===== config.mk =====
export PLATFORM = sky130hd
export DESIGN_NAME = vc_arbiter
export DESIGN_NICKNAME = d
export VERILOG_FILES = /design/src/rtl/vc_arbiter.sv
export SDC_FILE = /design/constraint.sdc
export NUM_CORES = 1
export LEC_CHECK = 0
export ABC_AREA = 1
export BUFFER_PORTS_ARGS = -buffer_cell sky130_fd_sc_hd__buf_2
export CORE_MARGIN = 2
export CORE_UTILIZATION = 45
export DETAILED_ROUTE_END_ITERATION = 10
export PLACE_DENSITY = 0.77
export SLEW_MARGIN = 20
export SYNTH_ARGS = -nofsm -noshare
export SYNTH_HDL_FRONTEND = slang
export SYNTH_SLANG_ARGS = --single-unit

===== constraint.sdc =====
create_clock -name clk -period 1.4 [get_ports clk]
set_clock_uncertainty 0.05 [all_clocks]
set_input_delay 0 -clock clk [delete_from_list [all_inputs] [get_ports clk]]
set_output_delay 0 -clock clk [all_outputs]
set_load 0.1 [all_outputs]

===== src/rtl/vc_arbiter.sv =====
// Weighted round-robin scheduler draining VC0/VC1 FIFOs into destination FIFOs D0/D1.
// Latency: pop at edge N -> capture at N+1 -> push_d0/push_d1 + data_out at N+2 (1 word/cycle).
// Backpressure: no pop while either destination is almost full; words already in flight are always pushed.
//
// Ports:
//   clk, reset             rising-edge clock, synchronous active-high reset
//   init                   high = hold in INIT and load thresholds from umbral_*_in
//   umbral_*_in / umbral_* threshold inputs / registered thresholds
//   empty_vc*, error_vc*   VC FIFO status (empty, overflow)
//   data_vc*               VC FIFO read data, valid the cycle after pop_vc*
//   almost_full_d*         destination back-pressure
//   pop_vc*, push_d*       FIFO read / write enables (registered)
//   data_out               word to destinations, zero when nothing is pushed
//   state                  one-hot {ERROR, ACTIVE, IDLE, INIT, RESET}
//   active_out/idle_out/error_out  registered state decodes
module vc_arbiter #(
    parameter int data_width = 6,
    parameter int dest_bit   = 4,
    parameter int weight_vc0 = 3
) (
    input  logic                  clk,
    input  logic                  reset,
    input  logic                  init,
    input  logic [3:0]            umbral_vc0_in,
    input  logic [3:0]            umbral_vc1_in,
    input  logic [3:0]            umbral_d_in,
    input  logic                  empty_vc0,
    input  logic                  empty_vc1,
    input  logic                  error_vc0,
    input  logic                  error_vc1,
    input  logic [data_width-1:0] data_vc0,
    input  logic [data_width-1:0] data_vc1,
    input  logic                  almost_full_d0,
    input  logic                  almost_full_d1,
    output logic                  pop_vc0,
    output logic                  pop_vc1,
    output logic                  push_d0,
    output logic                  push_d1,
    output logic [data_width-1:0] data_out,
    output logic [3:0]            umbral_vc0,
    output logic [3:0]            umbral_vc1,
    output logic [3:0]            umbral_d,
    output logic [4:0]            state,
    output logic                  active_out,
    output logic                  idle_out,
    output logic                  error_out
);

    localparam logic [4:0] ST_RESET  = 5'b00001;
    localparam logic [4:0] ST_INIT   = 5'b00010;
    localparam logic [4:0] ST_IDLE   = 5'b00100;
    localparam logic [4:0] ST_ACTIVE = 5'b01000;
    localparam logic [4:0] ST_ERROR  = 5'b10000;

    localparam logic [3:0] WEIGHT = 4'(weight_vc0);

    logic [4:0]            state_nxt;
    logic [3:0]            grant_cnt;
    logic [3:0]            grant_cnt_nxt;
    logic                  cap_vld;
    logic [data_width-1:0] cap_dat;
    logic                  err_any;
    logic                  both_empty;
    logic                  drained;
    logic                  pop_ok;
    logic                  grant_vc0;
    logic                  grant_vc1;

    always_comb begin
        err_any    = error_vc0 | error_vc1;
        both_empty = empty_vc0 & empty_vc1;
        // Nothing popped this cycle and nothing waiting in the capture stage;
        // a word sitting in the push stage leaves on its own.
        drained    = ~pop_vc0 & ~pop_vc1 & ~cap_vld;

        state_nxt = state;
        case (state)
            ST_RESET:  state_nxt = ST_INIT;
            ST_INIT:   state_nxt = init ? ST_INIT : ST_IDLE;
            ST_IDLE: begin
                if (err_any)          state_nxt = ST_ERROR;
                else if (init)        state_nxt = ST_INIT;
                else if (!both_empty) state_nxt = ST_ACTIVE;
            end
            ST_ACTIVE: begin
                if (err_any)                  state_nxt = ST_ERROR;
                else if (init)                state_nxt = ST_INIT;
                else if (both_empty && drained) state_nxt = ST_IDLE;
            end
            ST_ERROR:  state_nxt = ST_ERROR;
            default:   state_nxt = ST_RESET;
        endcase

        // Destination is unknown until the word is read, so either
        // almost-full flag blocks the pop.
        pop_ok = (state == ST_ACTIVE) & ~err_any & ~init
               & ~almost_full_d0 & ~almost_full_d1;

        // VC0 keeps the grant until it has used its weight, unless VC1 has
        // nothing to send.
        grant_vc0 = pop_ok & ~empty_vc0 & ((grant_cnt < WEIGHT) | empty_vc1);
        grant_vc1 = pop_ok & ~grant_vc0 & ~empty_vc1;

        grant_cnt_nxt = grant_cnt;
        if (grant_vc0 && (grant_cnt < WEIGHT)) grant_cnt_nxt = grant_cnt + 4'd1;
        if (grant_vc1)                         grant_cnt_nxt = 4'd0;
    end

    always_ff @(posedge clk) begin
        if (reset) begin
            state      <= ST_RESET;
            umbral_vc0 <= 4'd0;
            umbral_vc1 <= 4'd0;
            umbral_d   <= 4'd0;
            pop_vc0    <= 1'b0;
            pop_vc1    <= 1'b0;
            push_d0    <= 1'b0;
            push_d1    <= 1'b0;
            data_out   <= '0;
            cap_vld    <= 1'b0;
            cap_dat    <= '0;
            grant_cnt  <= 4'd0;
            active_out <= 1'b0;
            idle_out   <= 1'b0;
            error_out  <= 1'b0;
        end else begin
            state <= state_nxt;

            if (state == ST_INIT) begin
                umbral_vc0 <= umbral_vc0_in;
                umbral_vc1 <= umbral_vc1_in;
                umbral_d   <= umbral_d_in;
            end

            pop_vc0   <= grant_vc0;
            pop_vc1   <= grant_vc1;
            grant_cnt <= grant_cnt_nxt;

            // Stage 1: FIFO read data is valid the cycle after the pop.
            cap_vld <= pop_vc0 | pop_vc1;
            cap_dat <= pop_vc0 ? data_vc0 : (pop_vc1 ? data_vc1 : '0);

            // Stage 2: route by the destination bit; bus is zero when idle.
            push_d0  <= cap_vld & ~cap_dat[dest_bit];
            push_d1  <= cap_vld &  cap_dat[dest_bit];
            data_out <= cap_vld ? cap_dat : '0;

            active_out <= (state_nxt == ST_ACTIVE);
            idle_out   <= (state_nxt == ST_IDLE);
            error_out  <= (state_nxt == ST_ERROR);
        end
    end

endmodule


# == Word-level counts from Yosys, hierarchy flattened ==
# Cells that the tools add are included.
# totals
register_bits,41
in_bits,33
output_inout_bits,30
elab_cells,66
# classes
add_sub_neg,1
n_lt_le_gt_ge,1
n_eq_ne,8
muxes,10
bitwise,27
reduce_logical,4
# op_table
cell,n
2-to-1 mux 5 bit,6
case mux 5 bit (5 select lines),1
AND 1 bit,13
2-to-1 mux 6 bit,2
NOT 1 bit,11
equality test 5 x 3 -> 1 bit (second input constant),2
equality test 5 x 4 -> 1 bit (second input constant),2
equality test 5 bit (second input constant),2
equality test 5 x 1 -> 1 bit (second input constant),1
equality test 5 x 2 -> 1 bit (second input constant),1
adder 4 x 1 -> 4 bit (second input constant),1
< comparator 4 x 2 -> 1 bit (second input constant),1
OR reduction 2 bit,2
2-to-1 mux 3 bit,1
bitwise OR 1 bit,3
logical AND 1 bit,2

# == Depth between registers and ports, before layout ==
# depth
ltp_word,12
ltp_mapped,10
mapped_depth_nobuf,10

# == Worst setup path after synthesis ==
# OpenSTA, ideal clock, no wires.
# synth_path
path_type,reg-to-reg
from,register state[1]
to,register umbral_d[0]
setup_ns,0.117
arrival_ns,1.811
t_required_ns,1.233
path_slack_ns,-0.577
path_stages_with_launch,7
n_path_buf,1
synth_period_minus_slack_ns,1.977
path_cell_list,dfxtp_1 > inv_1 > nor2_2 > nand3_4 > buf_6 > o21ai_0 > nor2_1
# synth_via
elab_chain_len,1
# synth_lines
element,line_no,text
"start, declared",43,"output logic [4:0] state,"
"start signal, assigned",127,state <= state_nxt;
equality test 5 x 2 -> 1 bit,129,if (state == ST_INIT) begin
"end signal, assigned",132,umbral_d <= umbral_d_in;
"end, declared",42,"output logic [3:0] umbral_d,"
# Every way passes these cells.
# A chain may end at the register's enable or synchronous reset.

# == Worst setup path in the final report ==
# layout_path
from,register grant_cnt[0]
to,register grant_cnt[1]
# layout_via
elab_chain_len,7
elab_cells_between_ends,9
cone_classes,add/sub (1); order compare (1); bitwise (5); reduce/logical (2)
# layout_lines
element,line_no,text
"start, declared",58,logic [3:0] grant_cnt;
"start signal, assigned",137,grant_cnt <= grant_cnt_nxt;
< comparator 4 x 2 -> 1 bit,"101, 105",
bitwise OR 1 bit,101,grant_vc0 = pop_ok & ~empty_vc0 & ((grant_cnt < WEIGHT) | empty_vc1);
AND 1 bit,101,
NOT 1 bit,102,grant_vc1 = pop_ok & ~grant_vc0 & ~empty_vc1;
AND 1 bit (2 in series),102,
OR reduction 2 bit (no line),--,
# Several ways; a longest one is shown, not always the timed one.

==> parameters.txt <==
Parameter                              Value

Synthesis
  Synthesized cell area    1640 sq um
  Post-synthesis share of cell area spent on full adders, half adders and majority gates    0.765%
  Post-synthesis instance total    211
  Fraction of the mapped netlist area in compound gates    10.2%
  Multiplexer area fraction after synthesis    0%
  Share of Yosys cell area claimed by the top area cell type    50.2%
  Predominant post-synthesis flop cell    sky130_fd_sc_hd__dfxtp_1
  XOR/XNOR Fraction of Synth Area    0%
  Sequential fraction of the synthesis area    50.2%
  Post-synthesis register bit count    41
  Top cells by area in the synthesized netlist    sky130_fd_sc_hd__dfxtp_1 (50%), sky130_fd_sc_hd__nor2_1 (11%), sky130_fd_sc_hd__nand2_1 (6.9%), sky130_fd_sc_hd__inv_1 (5.5%), sky130_fd_sc_hd__a21oi_1 (3.7%)
  Share of async-settable or async-resettable flops after synthesis    0%
  Share of synthesized cell area in and, or, nand and nor gates    30.5%
  Average instance area after synthesis    7.75 sq um
  Number of flops mapped to enable cells by yosys    0
  Syn. warnings    0
  Combinational family with the most area after synthesis    simple AND/OR/NAND/NOR gates
  Cell taking the most area after synthesis    sky130_fd_sc_hd__dfxtp_1
  Syn_nets    245
  Distinct cell type count after synthesis    25

Routing
  Met3 wirelength from detailed routing    192 um
  Number of nets still failing antenna checks after routing    0
  Via-to-Cell Ratio    4.60
  Met2 Wirelength    2.03 mm
  Routed length per placed instance    11.1 um
  Top Metal Used    met4
  Final routed DRC violation total    0
  Metal-1 WL    1.63 mm
  Drt first pass iters    4
  First DRT Iteration DRCs    144
  Final wirelength    3.93 mm
  Vias    1633

Min path
  End point of the worst hold path    state[2]
  Hold path cells    4
  HP Start    init
  Min-Delay Path Class    in -> reg

Timing
  Count of final setup violators    0
  Max Transition Viols Final    0
  Worst-case hold slack    0.0249 ns
  Peak Freq    727 MHz
  Worst Slack Setup Final    0.0252 ns
  RSZ-0062 raised after global routing    true
  Slew at the pin with the worst max-slew slack    0.498 ns
  Tcrit/Tclk final    98.2%
  Slew Limit Headroom    67.0%
  Minimum clock period    1.37 ns
  Number of hold violations in the final report    0

Clocking
  Clock latency on the worst-skew pair    0.33 ns
  Maximum clock insertion buffer count    2
  Clock root cell    sky130_fd_sc_hd__clkbuf_4
  TritonCTS buffer count    5
  CTS tree    built
  Clock sink count    41
  Count of H-tree levels built during CTS    2
  Clock transition at the registers of the reported paths    0.12 ns

Finish
  Final Cell Area    2400 sq um
  Antenna Diode Count    0
  Leading cell types in the layout, fill and taps excluded    sky130_fd_sc_hd__buf_2 (62), sky130_fd_sc_hd__nor2_1 (48), sky130_fd_sc_hd__dfxtp_1 (33)
  # fillers    289
  Area added between synthesis and finish    46.6%
  Final core utilization    70.2%
  Share of post-route cells with drive strength above 1    32.0%
  Final net count    342
  Most common library cell in the layout ignoring fill and taps    sky130_fd_sc_hd__buf_2

Setup path
  Largest stage delay on the critical path    0.34 ns
  Startpoint types    flop
  Family with the most delay on the worst path    simple AND/OR/NAND/NOR gates
  Register-to-Register Setup Slack    0.03 ns
  Buffer and inverter count on the worst path    0
  Source of the worst register-to-register timing path    grant_cnt[0]
  Max FO, Critical Path    4
  Worst r2r path cells    10
  Cells along the critical path    ha_2, nor2_1, nand2_1, nand2_1, nand2_2, nand2_2, nor2_2, nor2_2, nand2_1, nor2_1
  Data required time at the worst endpoint    1.63 ns
  Most common cell type on the critical path    sky130_fd_sc_hd__nand2_1
  Endpoint type of the worst setup path    flop
  WP data arrival    1.61 ns
  Count of cell instances traversed by the critical path    10
  Reg2Reg Capture Point    grant_cnt[1]
  CP Class    reg -> reg
  Slowest stage cell, crit path    sky130_fd_sc_hd__dfxtp_2

Floorplan
  Die height    64.3 um
  Initial standard-cell utilization of the core    47.9%
  Placeable Area    3420 sq um
  Area of the die    4130 sq um
  # rows    21
  Horizontal extent of the die    64.3 um
  Number of primary I/O pins    63

Placed design
  Placer Congestion    0.834
  DP Area    1990 sq um
  IO buf count    62
  Hpwl dp    2.36 mm
  Pre-CTS WS    0.0916 ns

Power and ir drop
  IR drop worst, VDD    0.000447 V
  Standby leakage power    1.11 nW
  Ratio of total power to cell area    1060 nW/um^2

Global routing
  Total global routing overflow    0
  Number of antenna violations at the first check in global routing    0
  Wire length of the first global-routing pass    6.47 mm
  Total GRT Usage    20.2%
  Largest net degree at the start of global routing    20
  Vias in the first global route    1557

Status
  Outcome    complete, no violations

Flow run
  Number of maximum-capacitance constraint violations    0
## power by group
group          internal, mW  total (mW)  switching (mW)
Sequential             1.20        1.23          0.0276
Clock                 0.303       0.673           0.369
Combinational         0.174       0.631           0.457
## timing repair
item | in CTS | in global routing
hold buffers | 30 | 0
setup buffers | 0 | 3
setup endpoints to repair | 0 | 15
endpoints found under the hold margin | 22 | 0
resized for setup | 0 | 4
## tightest hold or removal path: cells and delay by family
family          cells  cell delay, ns
compound gates      2            0.24
buf+inv             1            0.09
simple gates        1            0.05
## cell families (layout without fill, tap and decap cells)
family                     count (synthesis)  after routing
AOI/OAI and AO/OA                         32             32
adders and majority gates                  1              1
buffers and inverters                     32            130
DFF                                       41             41
and+or+nand+nor                          105            105
## cell type report
class                   instances  area [sq um]  share of cell area (%)
inverters                      26           100                    4.18
clock inverters                 1          5.00                   0.209
multi-input cells             138           682                    28.4
repair buffers                 96           641                    26.7
well taps                      46          57.6                    2.40
clock buffers                   7          66.3                    2.77
flip-flops and latches         41           846                    35.3
## metal layers
| layer | GRT usage (%) | up-vias |
|---|---|---|
| met2 | 37.1 | 53 |
| met1 | 22.0 | 715 |
| met3 | 4.58 | 8 |
| met5 | 0 | - |
| met4 | 8.51 | 0 |
| li1 | - | 857 |
## how the worst max path moves through the flow
stage / startpoint / end
floorplan: state[1] / umbral_d[0]
global placement: grant_cnt[0] / grant_cnt[0]
detailed placement: grant_cnt[0] / grant_cnt[3]
CTS: grant_cnt[0] / grant_cnt[3]
global route: grant_cnt[0] / grant_cnt[1]
finish: grant_cnt[0] / grant_cnt[1]
## synth_stat cells, types with 2 or more instances
library cell	instances
sky130_fd_sc_hd__nor2_1	48
sky130_fd_sc_hd__nor3_1	2
sky130_fd_sc_hd__nand3_1	8
sky130_fd_sc_hd__inv_1	24
sky130_fd_sc_hd__o21ai_1	7
sky130_fd_sc_hd__dfxtp_1	41
sky130_fd_sc_hd__a31oi_1	2
sky130_fd_sc_hd__nor2_4	4
sky130_fd_sc_hd__o21ai_0	9
sky130_fd_sc_hd__nand2_1	30
sky130_fd_sc_hd__nand4_1	3
sky130_fd_sc_hd__buf_6	2
sky130_fd_sc_hd__nand2_2	2
sky130_fd_sc_hd__inv_2	2
sky130_fd_sc_hd__nor2_2	5
sky130_fd_sc_hd__buf_2	2
sky130_fd_sc_hd__a21oi_1	12
## through the flow
step / setup TNS, ns / power, mW / std cells
2_1_floorplan: 0 / 1.71 / 211
3_3_place_gp: 0 / 1.81 / 314
3_5_place_dp: 0 / 1.81 / 314
4_1_cts: 0 / 2.54 / 352
5_1_grt: -0.339 / 2.66 / 355
6_report: 0 / 2.54 / 355
## sequential cells by signal, summed over array words and instances (netlist names)
| name | flops |
|---|---|
| idle_out | 1 |
| pop_vc0 | 1 |
| data_out | 6 |
| umbral_vc1 | 4 |
| push_d1 | 1 |
| grant_cnt | 4 |
| cap_vld | 1 |
| umbral_d | 4 |
| state | 5 |
| pop_vc1 | 1 |
| push_d0 | 1 |
| umbral_vc0 | 4 |
| cap_dat | 6 |
| active_out | 1 |
| error_out | 1 |
(Power assumes the default switching activity.)
